## src/rtl/alu_pkg.sv

```systemverilog
// Shared types for the relay ALU stage: function codes, sequencer states, condition flags.
// Latency: n/a (declarations only).
// Backpressure: n/a.
package alu_pkg;

  localparam int ALU_MAX_SETTLE = 15;

  typedef enum logic [2:0] {
    FN_ADD = 3'b000,
    FN_INC = 3'b001,
    FN_AND = 3'b010,
    FN_OR  = 3'b011,
    FN_XOR = 3'b100,
    FN_NOT = 3'b101,
    FN_SHL = 3'b110,
    FN_CLR = 3'b111
  } alu_fn_e;

  typedef enum logic [1:0] {
    IDLE   = 2'd0,
    SETTLE = 2'd1,
    LOAD   = 2'd2
  } alu_state_e;

  typedef struct packed {
    logic s;
    logic c;
    logic z;
  } alu_flags_t;

endpackage

```

## src/rtl/alu_core.sv

```systemverilog
// Combinational relay-ALU function block: result plus next condition flags.
// Latency: 0 cycles (pure combinational).
// Backpressure: none; carry_in is passed through for functions that leave carry alone.
module alu_core
  import alu_pkg::*;
(
  input  logic [7:0] b,
  input  logic [7:0] c,
  input  logic [2:0] fn,
  input  logic       carry_in,
  output logic [7:0] result,
  output alu_flags_t flags
);

  logic [8:0] sum9;
  logic       carry_out;

  // Evaluate the selected function; only ADD/INC produce a new carry.
  always_comb begin
    sum9      = 9'd0;
    result    = 8'h00;
    carry_out = carry_in;
    case (fn)
      FN_ADD: begin
        sum9      = {1'b0, b} + {1'b0, c};
        result    = sum9[7:0];
        carry_out = sum9[8];
      end
      FN_INC: begin
        sum9      = {1'b0, b} + 9'd1;
        result    = sum9[7:0];
        carry_out = sum9[8];
      end
      FN_AND:  result = b & c;
      FN_OR:   result = b | c;
      FN_XOR:  result = b ^ c;
      FN_NOT:  result = ~b;
      FN_SHL:  result = {b[6:0], b[7]};
      default: result = 8'h00;
    endcase
    flags.s = result[7];
    flags.c = carry_out;
    flags.z = (result == 8'h00);
  end

endmodule

```

## src/rtl/alu_sequencer.sv

```systemverilog
// Relay-timed ALU stage: latch B/C/fn on start, wait SETTLE_CYCLES, register result+flags, pulse ld_a/ld_d.
// Latency: result/done/ld_* valid SETTLE_CYCLES+1 cycles after the start edge; one op per SETTLE_CYCLES+2 cycles.
// Backpressure: start is ignored while busy (no queueing). Optional lamps via ALU_LED_EN (led_fn, led_busy).
module alu_sequencer
  import alu_pkg::*;
#(
  parameter int SETTLE_CYCLES = 4,
  parameter int N             = 8
) (
  input  logic         clk,
  input  logic         rst_n,
  input  logic [N-1:0] b,
  input  logic [N-1:0] c,
  input  logic [2:0]   fn,
  input  logic         dest_d,
  input  logic         start,
  output logic         busy,
  output logic         done,
  output logic [N-1:0] result,
  output logic         ld_a,
  output logic         ld_d,
  output logic         flag_s,
  output logic         flag_c,
  output logic         flag_z
`ifdef ALU_LED_EN
  ,
  output logic [2:0]   led_fn,
  output logic         led_busy
`endif
);

  alu_state_e state, state_nxt;
  logic [3:0] cnt;
  logic [7:0] b_q, c_q;
  logic [2:0] fn_q;
  logic       dest_q;
  alu_flags_t flags_q;
  logic [7:0] core_result;
  alu_flags_t core_flags;
  logic       settle_last;

  assign settle_last = (cnt == 4'(SETTLE_CYCLES - 1));

  alu_core u_core (
    .b        (b_q),
    .c        (c_q),
    .fn       (fn_q),
    .carry_in (flags_q.c),
    .result   (core_result),
    .flags    (core_flags)
  );

  // State register.
  always_ff @(posedge clk or negedge rst_n) begin
    if (!rst_n) state <= IDLE;
    else        state <= state_nxt;
  end

  // Next-state: launch from IDLE, count out the settle time, one LOAD cycle, back to IDLE.
  always_comb begin
    state_nxt = state;
    case (state)
      IDLE:    if (start) state_nxt = SETTLE;
      SETTLE:  if (settle_last) state_nxt = LOAD;
      LOAD:    state_nxt = IDLE;
      default: state_nxt = IDLE;
    endcase
  end

  // Operand latches, settle counter, and output registers; outputs are loaded on the
  // SETTLE->LOAD edge so that they are valid for the whole LOAD cycle alongside done.
  always_ff @(posedge clk or negedge rst_n) begin
    if (!rst_n) begin
      cnt     <= 4'd0;
      b_q     <= 8'h00;
      c_q     <= 8'h00;
      fn_q    <= 3'd0;
      dest_q  <= 1'b0;
      result  <= '0;
      flags_q <= '0;
      done    <= 1'b0;
      ld_a    <= 1'b0;
      ld_d    <= 1'b0;
    end else begin
      done <= 1'b0;
      ld_a <= 1'b0;
      ld_d <= 1'b0;
      if (state == IDLE && start) begin
        b_q    <= b[7:0];
        c_q    <= c[7:0];
        fn_q   <= fn;
        dest_q <= dest_d;
        cnt    <= 4'd0;
      end else if (state == SETTLE) begin
        cnt <= cnt + 4'd1;
        if (settle_last) begin
          result  <= core_result;
          flags_q <= core_flags;
          done    <= 1'b1;
          ld_a    <= ~dest_q;
          ld_d    <= dest_q;
        end
      end
    end
  end

  assign busy   = (state != IDLE);
  assign flag_s = flags_q.s;
  assign flag_c = flags_q.c;
  assign flag_z = flags_q.z;

`ifdef ALU_LED_EN
  // Front-panel function lamps follow the function code of the latest launch.
  always_ff @(posedge clk or negedge rst_n) begin
    if (!rst_n)                      led_fn <= 3'd0;
    else if (state == IDLE && start) led_fn <= fn;
  end

  assign led_busy = busy;
`endif

endmodule

```

## config.mk

```make
export PLATFORM = sky130hd
export DESIGN_NAME = alu_sequencer
export DESIGN_NICKNAME = d
export VERILOG_FILES = /design/src/rtl/alu_pkg.sv /design/src/rtl/alu_core.sv /design/src/rtl/alu_sequencer.sv
export SDC_FILE = /design/constraint.sdc
export NUM_CORES = 1
export LEC_CHECK = 0
export CAP_MARGIN = 25
export CORE_MARGIN = 4
export CORE_UTILIZATION = 25
export DETAILED_ROUTE_END_ITERATION = 12
export SYNTH_ARGS = -nofsm -noshare
export SYNTH_HDL_FRONTEND = slang
export SYNTH_HIERARCHICAL = 1
export SYNTH_SLANG_ARGS = --single-unit
```

## constraint.sdc

```tcl
create_clock -name clk -period 6.4 [get_ports clk]
set_input_delay 0.96 -clock clk [delete_from_list [all_inputs] [get_ports clk]]
set_output_delay 0.96 -clock clk [all_outputs]
set_load 0.03 [all_outputs]
```

== Yosys cells after proc, flatten, opt, wreduce, memory -nomap -nowiden ==
Index checks and enable logic that the tools add are counted.
Word-level totals
  register bits after elaboration: 40
  bits in latches: 0
  bits in writable memories: 0
  bits in read-only memories: 0
  input bits: 23
  output and inout port bits: 15
  logic and storage cells: 58
  memories: 0
Cells by class
  add/subtract/negate cells: 3
  $mul: 0
  div/mod/pow operators: 0
  order comparisons: 0
  equality and inequality tests: 10
  shift-type cells: 0
  multiplexer cells: 16
  bitwise gates (word level): 6
  reduce and logical (&&, ||, !) cells: 10
Operators by type and width (number)
  case mux 8 bit (7 select lines): 1
  adder 8 x 1 -> 9 bit, second input constant: 1
  adder 8 x 8 -> 9 bit: 1
  == test 3 bit, second input constant: 3
  two-way mux 1 bit: 9
  AND 8 bit: 1
  logical NOT 8 bit: 1
  two-way mux 4 bit: 2
  NOT 8 bit: 1
  OR 8 bit: 1
  XOR 8 bit: 1
  == test 3 x 2 -> 1 bit, second input constant: 2
  nonzero test 2 bit: 3
  adder 4 x 1 -> 4 bit, second input constant: 1
  == test 4 x 2 -> 1 bit, second input constant: 1
  two-way mux 2 bit: 2
  inequality test 2 bit, second input constant: 2
  case mux 2 bit (2 select lines): 1
  AND reduction 4 bit: 1
  == test 3 x 1 -> 1 bit, second input constant: 1
  logical NOT 3 bit: 1
  AND reduction 3 bit: 1
  == test 2 x 1 -> 1 bit, second input constant: 1
  logical NOT 2 bit: 1
  other kinds (4): 5

== Longest topological paths before layout ==
  depth after elaboration: 4
  gate-level depth with buffers: 11
  mapped depth without buffers: 10

== Modules after synthesis ==
The synthesis kept the hierarchy.
Modules (own cells, without submodules)
  alu_sequencer: instances 1, cells each 99, area each 1552.7 µm², sequential area each 1001.0 µm²
  alu_core: instances 1, cells each 182, area each 1255.0 µm², sequential area each 0.0 µm²

== Least setup slack after synthesis ==
No wires, ideal clock.
  path type: register -> register
  start point: register b_q[0]
  end point: register flags_q, in the netlist flag_z
  setup time: 125 ps
  arrival time: 2240 ps
  data required time: 6275 ps
  path slack: 4035 ps
  stages on the path, launching flop included: 11
  path buffers: 0
  period minus slack after synthesis: 2365 ps
  cell sequence: dfrtp_1 ha_1 inv_1 fa_1 or4_1 o211ai_1 a2bb2oi_1 o2111a_1 nand4bb_1 nor4_2 mux2_2
RTL lines
  start, declared: RTL line alu_sequencer.sv:34  | logic [7:0] b_q, c_q;
  start signal, assigned: RTL line alu_sequencer.sv:89  | b_q <= b[7:0];
  end signal, assigned: RTL line alu_sequencer.sv:98  | flags_q <= core_flags;
  end, declared: RTL line alu_sequencer.sv:37  | alu_flags_t flags_q;

==> flow_summary.yaml <==
yosys:
  syn_avg_cell_area_sq_um: 9.99
  synth_nets: 323
  syn_inst: 281
  synth.area.top_cells: "dfrtp_1 (36%), mux2_2 (11%), ha_1 (8.0%)"
  syn_area_sq_um: 2810
  synth-edff-count: 0
  synth_top_area_cell: "dfrtp_1"
  synthArstFlopShare: 1.00
  yosysSeqAreaShare: 0.357
  synth_cell_types: 58
  yosysTopAreaCellShare: 0.357
  ys_warn_count: 6
  synthMostInstantiatedCell: "dfrtp_1"
  synth_commonest_cells: "dfrtp_1 (40), mux2_2 (28), inv_1 (24)"
  synth_flop_cell: "dfrtp_1"
  synth_seq_cells: 40
route:
  dr.pass1.iters: 4
  vias: 2200
  post-route-drc-count: 0
  ant_nets: 0
  wl_mm: 6.62
  routed_via_density: 4.85
  drt-initial-drc-count: 136
  wl_per_cell_microns: 14.6
placement:
  dp_slack_ns: 3.76
  dp_hpwl_mm: 4.85
  portBuffers: 37
  place_inst: 445
  gp_congestion: 0.834
cells_and_area:
  fillers: 1137
  drive_above_1_share: 0.185
  final_nets: 355
  final_util: 0.316
  n_antenna_cell: 0
  areaGrowthSynthToFinish_pct: 23.0
  final_cells: 454
clock_network:
  clkSinkCount: 40
  cts-root-buf: "clkbuf_16"
  clock_latency_ns: 0.29
  cts_tree: "built"
  clockBufferDepth: 2
  htreeDepth: 2
  post_cts_resized: 0
  postCtsSetupRepairBufs: 0
  path_clk_slew_ns: 0.06
  hold_buffers: 0
  numCtsBuffers: 5
die:
  core_area_sq_um: 10900
  dieWidth_microns: 114
  row_count: 38
  chipHeight_microns: 114
  start_util: 0.257
  io-pin-count: 38
  die_area_sq_um: 13000
power:
  p_sw_frac: 0.441
  intPower_uw: 1150
  ir_worst_vdd_v: 0.000239
  leakage_uw: 0.00149
  combPwrFrac: 0.591
  p_sw_uw: 908
  power_density_nw_per_um2: 596
  seqPwrFrac: 0.263
  power.share.clock: 0.146
  total_power_uw: 2060
timing:
  finalHoldViolations: 0
  period_minus_slack_ns: 2.72
  fin_ws_ns: 3.68
  fmax_mhz: 368
  relSlewSlack: 0.398
  timing.final.crit_share: 0.425
  tns_ns: 0
  rsz0062_at_grt: "no"
  worst_pin_slew_ns: 0.903
  clock_skew_ns: 0.00756
  setup_viol: 0
  final-max-slew-violation-count: 0
grt:
  grt_max_degree: 41
  grt_pass1_wl_mm: 11.0
  grt_overflow: 0
  first_global_vias: 2176
  grt_use_total: 0.105
  antenna_found_initial: 0
setup_path:
  critical_path_peak_fanout: 8
  end_kind: "register"
  critPathKind: "reg2reg"
  worst_setup_path_start_kind: "register"
  worstPathArrival_ns: 2.89
  critPathRequiredTime_ns: 6.57
worst_hold_path:
  hold_class: "reg2reg"
flow_run:
  drv_cap: 0
run_status:
  status: "finished, final reports clean"
-- area by class of cell --
cell class                      count  area [sq um]  share of cell area
Multi-Input combinational cell    203          1610               0.466
Sequential cell                    40          1000               0.290
Timing Repair Buffer               39           400               0.116
Tap cell                          140           175              0.0507
Clock buffer                        6           139              0.0402
Inverter                           24          90.1              0.0261
Clock inverter                      2          38.8              0.0112
-- logic make-up after synthesis --
kind of cell / after synthesis / share of synthesized area
flip-flops: 40 / 0.357
XOR/XNOR: 6 / 0.0187
AO/OA/AOI/OAI: 62 / 0.153
multiplexers: 38 / 0.160
adder cells (fa/ha/maj): 19 / 0.0873
AND/OR/NAND/NOR: 78 / 0.154
buffers and inverters: 38 / 0.0704
-- critical path: stages (launching register included) --
cell and delay (ns):
dfrtp_1 0.47, ha_1 0.25, inv_1 0.07, fa_1 0.41
or4_1 0.53, o211ai_1 0.13, a2bb2oi_1 0.13, o2111a_1 0.18
nand4bb_1 0.13, nor4_2 0.04, mux2_2 0.26
-- placed cells by master, fill, tap and decap left out, types with 10 or more instances in the layout --
master	Yosys	layout
dfrtp_1	40	40
a21oi_1	10	10
o21ai_0	13	13
nand2_1	17	17
nand2b_1	11	11
nor2_1	16	16
clkdlybuf4s50_1	0	36
inv_1	24	24
ha_1	18	18
mux2_2	28	28
-- registers in the layout, indices dropped and copies added, names as in the netlist --
| signal | count |
|---|---|
| ld_a | 1 |
| fn_q | 3 |
| flag_z | 1 |
| c_q | 8 |
| b_q | 8 |
| cnt | 4 |
| ld_d | 1 |
| flag_s | 1 |
| state | 2 |
| flag_c | 1 |
| done | 1 |
| result | 8 |
| dest_q | 1 |
-- power by group through the flow --
stage	clock (uW)	combinational [uW]	sequential, uW
global route	319	1340	569
global placement	0	1150	572
finish	301	1220	542
detailed placement	0	1160	573
floorplan	0	930	533
CTS	310	1170	569
-- metrics by stage --
step,hold slack (ns),area (sq um)
6_report,0.424,3450
4_1_cts,0.427,3430
3_3_place_gp,0.414,3250
3_5_place_dp,0.417,3250
5_1_grt,0.447,3450
2_1_floorplan,0.404,2810
-- worst paths after layout --
kind / startpoint / end / slack [ns] / cells past startpoint
setup / recovery: b_q[0]$_DFFE_PN0P_ / flag_z$_DFFE_PN0P_ / 3.68 / 10
hold / removal: dest_q$_DFFE_PN0P_ / ld_a$_DFF_PN0_ / 0.42 / 1
setup reg to reg: b_q[0]$_DFFE_PN0P_ / flag_z$_DFFE_PN0P_ / 3.68 / 10
hold reg to reg: dest_q$_DFFE_PN0P_ / ld_a$_DFF_PN0_ / 0.42 / 1
max in group asynchronous: rst_n / c_q[1]$_DFFE_PN0P_ / 5.02 / 1
min in group asynchronous: rst_n / c_q[6]$_DFFE_PN0P_ / 0.80 / 1
-- routing by layer --
metal	share of wire	up-vias	GRT usage
li1	-	1051	-
met1	0.47	1084	0.142
met2	0.48	56	0.169
met3	0.035	9	0.0223
met4	0.015	0	0.0285
met5	0	-	0
Power figures use the tool's default switching activity.
